==> config.mk <==
export PLATFORM = sky130hd
export DESIGN_NAME = trace_uart_logger
export DESIGN_NICKNAME = d
export VERILOG_FILES = /design/src/rtl/trace_uart_logger.sv
export SDC_FILE = /design/constraint.sdc
export NUM_CORES = 2
export LEC_CHECK = 0
export BUFFER_PORTS_ARGS = -buffer_cell sky130_fd_sc_hd__clkbuf_2
export CORE_MARGIN = 2
export CORE_UTILIZATION = 50
export CTS_BUF_LIST = sky130_fd_sc_hd__clkbuf_4 sky130_fd_sc_hd__clkbuf_8
export DETAILED_ROUTE_END_ITERATION = 10
export PLACE_DENSITY = 0.68
export SYNTH_ARGS = -nofsm -noshare
export SYNTH_HDL_FRONTEND = slang
export SYNTH_SLANG_ARGS = --single-unit
==> constraint.sdc <==
create_clock -name clk -period 4.31 [get_ports clk]
set_input_delay 0.2155 -clock clk [delete_from_list [all_inputs] [get_ports clk]]
set_output_delay 0.2155 -clock clk [all_outputs]
set_load 0.1 [all_outputs]
==> src/rtl/trace_uart_logger.sv <==
// Bus trace logger: captures 65C02 bus cycles into a FIFO and streams them as framed 8N1 bytes.
// Optional feature macro TRACE_TIMESTAMP_EN adds a 16-bit clken timestamp (7-byte frames).
module trace_uart_logger #(
    parameter int CLKS_PER_BIT = 139,
    parameter int FIFO_AW      = 6
) (
    input  logic               clk,
    input  logic               reset_n,
    input  logic               clken,
    input  logic               enable,
    input  logic               sync_only,
    input  logic [15:0]        cpu_ab,
    input  logic [7:0]         cpu_data,
    input  logic               cpu_rnw,
    input  logic               cpu_sync,
    output logic               txd,
    output logic               busy,
    output logic [FIFO_AW:0]   fifo_level,
    output logic [15:0]        drop_count
);

    localparam int DEPTH = 2 ** FIFO_AW;
    localparam int CW    = (CLKS_PER_BIT > 1) ? $clog2(CLKS_PER_BIT) : 1;
`ifdef TRACE_TIMESTAMP_EN
    localparam int   REC_W   = 43;
    localparam int   NBYTES  = 7;
    localparam logic TS_FLAG = 1'b1;
`else
    localparam int   REC_W   = 27;
    localparam int   NBYTES  = 5;
    localparam logic TS_FLAG = 1'b0;
`endif

    typedef enum logic [1:0] {S_IDLE, S_START, S_DATA, S_STOP} state_t;

    state_t             state;
    logic [REC_W-1:0]   mem [DEPTH];
    logic [FIFO_AW-1:0] wr_ptr;
    logic [FIFO_AW-1:0] rd_ptr;
    logic               ovf;
    logic               capture;
    logic               push;
    logic               pop;
    logic [REC_W-1:0]   new_rec;
    logic [REC_W-1:0]   hold;
    logic [2:0]         byte_idx;
    logic [2:0]         bit_idx;
    logic [CW-1:0]      tick;
    logic               tick_last;
    logic [7:0]         b0;
    logic [7:0]         checksum;
    logic [7:0]         cur_byte;

    // Record layout, LSB up: data, ab, rnw, sync, ovf, then timestamp when enabled.
`ifdef TRACE_TIMESTAMP_EN
    logic [15:0] ts_count;

    always_ff @(posedge clk) begin
        if (!reset_n)
            ts_count <= '0;
        else if (clken)
            ts_count <= ts_count + 16'd1;
    end

    assign new_rec = {ts_count, ovf, cpu_sync, cpu_rnw, cpu_ab, cpu_data};
`else
    assign new_rec = {ovf, cpu_sync, cpu_rnw, cpu_ab, cpu_data};
`endif

    assign capture   = clken && enable && (!sync_only || cpu_sync);
    assign push      = capture && (fifo_level != (FIFO_AW+1)'(DEPTH));
    assign pop       = (state == S_IDLE) && (fifo_level != '0);
    assign tick_last = (tick == CW'(CLKS_PER_BIT - 1));

    always_ff @(posedge clk) begin
        if (push)
            mem[wr_ptr] <= new_rec;
    end

    // Full is judged on the level at the start of the cycle, so a same-cycle pop never makes room.
    always_ff @(posedge clk) begin
        if (!reset_n) begin
            wr_ptr     <= '0;
            rd_ptr     <= '0;
            fifo_level <= '0;
            drop_count <= '0;
            ovf        <= 1'b0;
        end else begin
            if (push) begin
                wr_ptr <= wr_ptr + FIFO_AW'(1);
                ovf    <= 1'b0;
            end else if (capture) begin
                ovf <= 1'b1;
                if (drop_count != 16'hFFFF)
                    drop_count <= drop_count + 16'd1;
            end
            if (pop)
                rd_ptr <= rd_ptr + FIFO_AW'(1);
            case ({push, pop})
                2'b10:   fifo_level <= fifo_level + (FIFO_AW+1)'(1);
                2'b01:   fifo_level <= fifo_level - (FIFO_AW+1)'(1);
                default: fifo_level <= fifo_level;
            endcase
        end
    end

    always_comb begin
        b0       = {4'hA, hold[26], hold[25], hold[24], TS_FLAG};
        checksum = b0 ^ hold[23:16] ^ hold[15:8] ^ hold[7:0];
`ifdef TRACE_TIMESTAMP_EN
        checksum = checksum ^ hold[42:35] ^ hold[34:27];
`endif
        cur_byte = checksum;
        case (byte_idx)
            3'd0:    cur_byte = b0;
            3'd1:    cur_byte = hold[23:16];
            3'd2:    cur_byte = hold[15:8];
            3'd3:    cur_byte = hold[7:0];
`ifdef TRACE_TIMESTAMP_EN
            3'd4:    cur_byte = hold[42:35];
            3'd5:    cur_byte = hold[34:27];
`endif
            default: cur_byte = checksum;
        endcase
    end

    // txd is registered, so the line follows the state by one clock; busy spans the whole frame.
    always_ff @(posedge clk) begin
        if (!reset_n) begin
            state    <= S_IDLE;
            txd      <= 1'b1;
            busy     <= 1'b0;
            hold     <= '0;
            byte_idx <= '0;
            bit_idx  <= '0;
            tick     <= '0;
        end else begin
            case (state)
                S_IDLE: begin
                    txd <= 1'b1;
                    if (fifo_level != '0) begin
                        hold     <= mem[rd_ptr];
                        busy     <= 1'b1;
                        byte_idx <= '0;
                        tick     <= '0;
                        state    <= S_START;
                    end
                end
                S_START: begin
                    txd <= 1'b0;
                    if (tick_last) begin
                        tick    <= '0;
                        bit_idx <= '0;
                        state   <= S_DATA;
                    end else begin
                        tick <= tick + CW'(1);
                    end
                end
                S_DATA: begin
                    txd <= cur_byte[bit_idx];
                    if (tick_last) begin
                        tick <= '0;
                        if (bit_idx == 3'd7)
                            state <= S_STOP;
                        else
                            bit_idx <= bit_idx + 3'd1;
                    end else begin
                        tick <= tick + CW'(1);
                    end
                end
                S_STOP: begin
                    txd <= 1'b1;
                    if (tick_last) begin
                        tick <= '0;
                        if (byte_idx == 3'(NBYTES - 1)) begin
                            busy  <= 1'b0;
                            state <= S_IDLE;
                        end else begin
                            byte_idx <= byte_idx + 3'd1;
                            state    <= S_START;
                        end
                    end else begin
                        tick <= tick + CW'(1);
                    end
                end
                default: state <= S_IDLE;
            endcase
        end
    end

endmodule
* After elaboration in Yosys (flattened, before gate mapping)
Memory sizes are Yosys's and may differ from the RTL's. A register that Yosys moved wholly into a read port is not among the register bits. Cells that the tools add are included.
Word-level totals: memory bits (writable) 1728, logic and storage cells 98, memories kept 1, output and inout port bits 25, input bits 31, register bits after elaboration 54
Operators by class: equality and inequality tests 21, add/sub/neg operators 8, $lt $le $gt $ge 1, multiplexer cells 29, reduce and logical (&&, ||, !) cells 22, bitwise operators 5
Memories:
- mem | depth 64, width 27, rd ports 1, clocked after Yosys merged registers in 1, write ports 1, line 37 | logic [REC_W-1:0] mem [DEPTH];
Operator list (number):
- $pmux 8 s4 | 1
- $xor 8x8->8 | 3
- $mux 3 | 6
- $add 16x1->16 const B | 1
- $mux 8 | 2
- $ne 16x16->1 const B | 1
- $pmux 8 s2 | 1
- $ne 2x2->1 const B | 7
- $pmux 7 s2 | 1
- $add 6x1->6 const B | 2
- $pmux 3 s2 | 2
- $reduce_and 4->1 | 3
- $mux 2 | 5
- $add 8x1->8 const B | 1
- $eq 8x8->1 const B | 1
- $pmux 2 s4 | 1
- $add 7x1->7 const B | 1
- $mux 1 | 7
- $ne 7x7->1 const B | 1
- $reduce_bool 7->1 | 1
- $sub 7x1->7 const B | 1
- $add 3x1->3 const B | 2
- $eq 2x2->1 const B | 3
- $eq 3x2->1 const B | 2
- 20 further kinds | 30

* Longest topological paths before layout
depth after elaboration 7, gate-level depth with buffers 15, depth with buffers taken out 13

* Worst setup path before layout
No wires, ideal clock.
path type register -> register, start register fifo_level[2], end register fifo_level[4], arrival 3.996 ns, cell stages (with the launch flop) 15, path slack 0.244 ns, library setup time 0.071 ns, required time 4.239 ns, cell sequence dfxtp_1 -> nor2_1 -> and3_1 -> nor2_2 -> inv_1 -> ha_1 -> clkbuf_1 -> xor2_1 -> ha_1 -> a21oi_1 -> and3b_1 -> a221oi_1 -> xor2_1 -> or3_1 -> a21oi_1
On the way: cells in the longest elaborated chain, start to end 4, elaborated cells on any way between the ends 10, classes of those cells add/sub: 2; eq/ne: 3; mux: 1; reduce/logical: 4
Ends and longest elaborated chain:
- start, declared | line 18 | output logic [FIFO_AW:0] fifo_level,
- start signal, assigned | line 100 | 2'b10: fifo_level <= fifo_level + (FIFO_AW+1)'(1);
- start signal, assigned | line 101 | 2'b01: fifo_level <= fifo_level - (FIFO_AW+1)'(1);
- start signal, assigned | line 102 | default: fifo_level <= fifo_level;
- branches (longest 4 deep; another with $sub 7x1->7)
Several ways; the timed one is not identified. A chain may end at the register's enable or synchronous reset.

* Worst setup path after layout
start register fifo_level[1], end register fifo_level[4]
The elaborated chain is that of the path after synthesis.

==> results.md <==
- Status: finished clean
- CTS buffer count: 304
- RSZ-0062 raised after global routing: no
- Dpl cells: 5197
- Maxcap violations: 0
- Top-count cell post-synth: edfxtp_1
- Wire length of the first global-routing pass: 248000 microns
- Slew Limit Headroom: 0.228
- Setup TNS: 0 ns
- TritonCTS clock tree: built
- Top Family by Delay on Critical Path: simple AND/OR/NAND/NOR gates
- Core Footprint: 139000 sq um
- Yosys top cell area share: 0.742
- CP max stage delay: 0.42 ns
- Initial Util: 0.502
- Most area-consuming cells after synthesis: edfxtp_1, mux4_2, dfxtp_1, mux2i_1, a22oi_1
- Min-delay worst type: in2reg
- Switching power: 11.9 mW
- Critical Path Fanout Max: 17
- Final core utilization: 0.569
- Post-Syn Instances: 3298
- Synth area leader: edfxtp_1
- All-Layer GR Usage: 0.245
- Clock Skew: 0.0743 ns
- Post-synth EDFFs: 1728
- Actual slew at the worst max-slew pin: 1.15 ns
- Nets: 3703
- Distinct cells, synth: 61
- Initial DRC count: 4240
- Critical Path End Type: flip-flop
- CTS Buffer Depth: 4
- Syn nets: 3348
- IO Pins: 56
- Critical path class: reg2reg
- Initial antenna violation count: 6
- Async SR Flop Fraction: 0
- Fill cell count: 10200
- Pin count of the biggest net entering global routing: 93
- Wire per inst: 30.0 microns
- ANT nets after route: 0
- Fin area: 79200 sq um
- Root Driver: clkbuf_8
- Min cycle time layout: 3.37 ns
- Layout cells sized above 1: 0.302
- Clock transition at path regs: 0.06 ns
- Reg power frac: 0.462
- Worst EP required: 5.24 ns
- Pwr per Cell Area: 542 nW/um^2
- DRC violations left: 0
- Post-synthesis sequential area ratio: 0.765
- Critical Path, Cell by Cell: nor4_2, and3_1, nor2_2, inv_1, ha_1, buf_4, xor2_1, ha_1, a21oi_1, and3b_1, a221oi_1, xor2_1, or3_1, a21oi_1
- CP bufs+invs: 2
- Final hold violation count: 0
- Worst-Skew Late Latency: 1.01 ns
- Port bufs: 55
- Synth Flop Type: edfxtp_1
- Netlist Area Pre-Place: 69900 sq um
- Max VDD drop: 540 uV
- Placed cell area: 73300 sq um
- Gr ovfl total: 0
- Gate power share: 0.206
- Cts repair resizes: 0
- Vias in the first global route: 35000
- Routability cong.: 0.913
- Die ar.: 143000 sq um
- Critical Path Source Type: flip-flop
- Fin cells: 5733
- FF+latch count, synth: 1809
- Hold Startpoint: cpu_ab[1]
- Worst setup startpoint: fifo_level[1]
- Net Sw Frac: 0.277
- Vias/cell: 6.14
- Setup violators final: 0
- Clk pwr share: 0.331
- Die Width: 378 microns
- Area grow syn2layout: 13.2%
- CP max-delay cell: nor4_2
- Cell-internal power: 31.0 mW
- CP Data Arrival Time: 4.30 ns
- Clock sinks: 1809
- FF-to-FF Start: fifo_level[1]
- Syn Area/Cell: 21.2 sq um
- Total wire length: 172000 microns
- Max Slew Vio Count: 0
- Final period utilization: 0.781
- LEAKAGE: 24.8 nW
- Yosys warnings: 0
- # rows: 137
- TritonRoute pass-1 iters: 6
- Commonest cells post-synth: edfxtp_1, mux4_2, nor2_1
- Fmax: 297 MHz
- DPL Wire Length: 98900 microns
- # H-tree levels: 5
- Routed vias: 35200
- Die H: 378 microns
## sequential cells by signal, indices dropped and copies added, names as in the netlist
register	flops
bit_idx	3
busy	1
byte_idx	3
drop_count	16
fifo_level	7
hold	27
mem	1728
ovf	1
rd_ptr	6
state	2
tick	8
txd	1
wr_ptr	6
## metrics by stage
step           hold slack, ns  setup slack, ns  power, mW
6_report               0.0858            0.942       42.9
5_1_grt                0.0730            0.539       44.4
4_1_cts                0.0181            0.939       43.1
3_5_place_dp            0.441            0.959       29.0
3_3_place_gp            0.438            0.921       29.0
2_1_floorplan           0.314            0.244       26.3
## layout by cell type (no fill, tap or decap), types with 23 or more instances in the layout
cell type,n
dfxtp_1,76
clkbuf_8,314
mux2i_1,118
mux4_2,432
xnor2_1,27
edfxtp_1,1728
nor2_1,59
a22oi_1,79
clkbuf_4,96
nor2_4,54
buf_4,126
nand2_1,95
a211oi_1,25
clkbuf_2,55
o21ai_0,29
o22ai_1,43
clkinv_2,23
nand3_1,25
a21oi_1,84
dlygate4sd3_1,26
clkinv_1,60
## worst reg2reg max path, delay by kind of cell, from the launching register on
family,cells,cell delay [ns]
compound gates,3,0.67
xor+xnor,2,0.21
fa+ha+maj,2,0.37
buf+inv,2,0.30
flops,1,0.40
simple gates,5,1.34
## layout make-up
cell class / count / area [sq um] / share of cell area
Antenna cell: 5 / 12.5 / 0.000158
Multi-Input combinational cell: 1298 / 15900 / 0.201
Inverter: 18 / 70.1 / 0.000885
Clock buffer: 410 / 5040 / 0.0637
Clock inverter: 95 / 499 / 0.00631
Sequential cell: 1809 / 53500 / 0.676
Timing Repair Buffer: 222 / 1780 / 0.0225
Tap cell: 1876 / 2350 / 0.0297
## layer usage
layer / vias up / track usage / share of wire
met5: - / 0 / 0.00024
met3: 289 / 0.0562 / 0.095
met4: 6 / 0.0894 / 0.032
met2: 1796 / 0.372 / 0.47
met1: 18600 / 0.352 / 0.40
li1: 14600 / - / -
## cell families after synthesis
logic type / share of synthesized area
mux: 0.156
fa+ha+maj: 0.00340
compound gates: 0.0331
simple gates: 0.0226
xor+xnor: 0.00539
flops: 0.765
buf+inv: 0.0139
## final timing paths
| path | slack, ns | endpoint | depth (start not counted) |
|---|---|---|---|
| max | 0.94 | fifo_level[4] | 14 |
| min | 0.09 | mem[7][9] | 1 |
| max reg2reg | 0.94 | fifo_level[4] | 14 |
| min reg2reg | 0.45 | tick[7] | 1 |
## timing repair
item / 4_1_cts / 5_1_grt
hold buffers: 26 / 0
buffers inserted: 0 / 0
hold endpoints to repair: 1108 / 0
## power groups by stage
| stage | clock (mW) | sequential (mW) | combinational, mW |
|---|---|---|---|
| finish | 14.2 | 19.8 | 8.85 |
| global route | 15.2 | 19.8 | 9.38 |
| CTS | 14.4 | 19.8 | 8.88 |
| detailed placement | 0 | 20.2 | 8.84 |
| global placement | 0 | 20.2 | 8.83 |
| floorplan | 0 | 20.2 | 6.01 |
No activity file was read; power rests on OpenSTA's default activity.
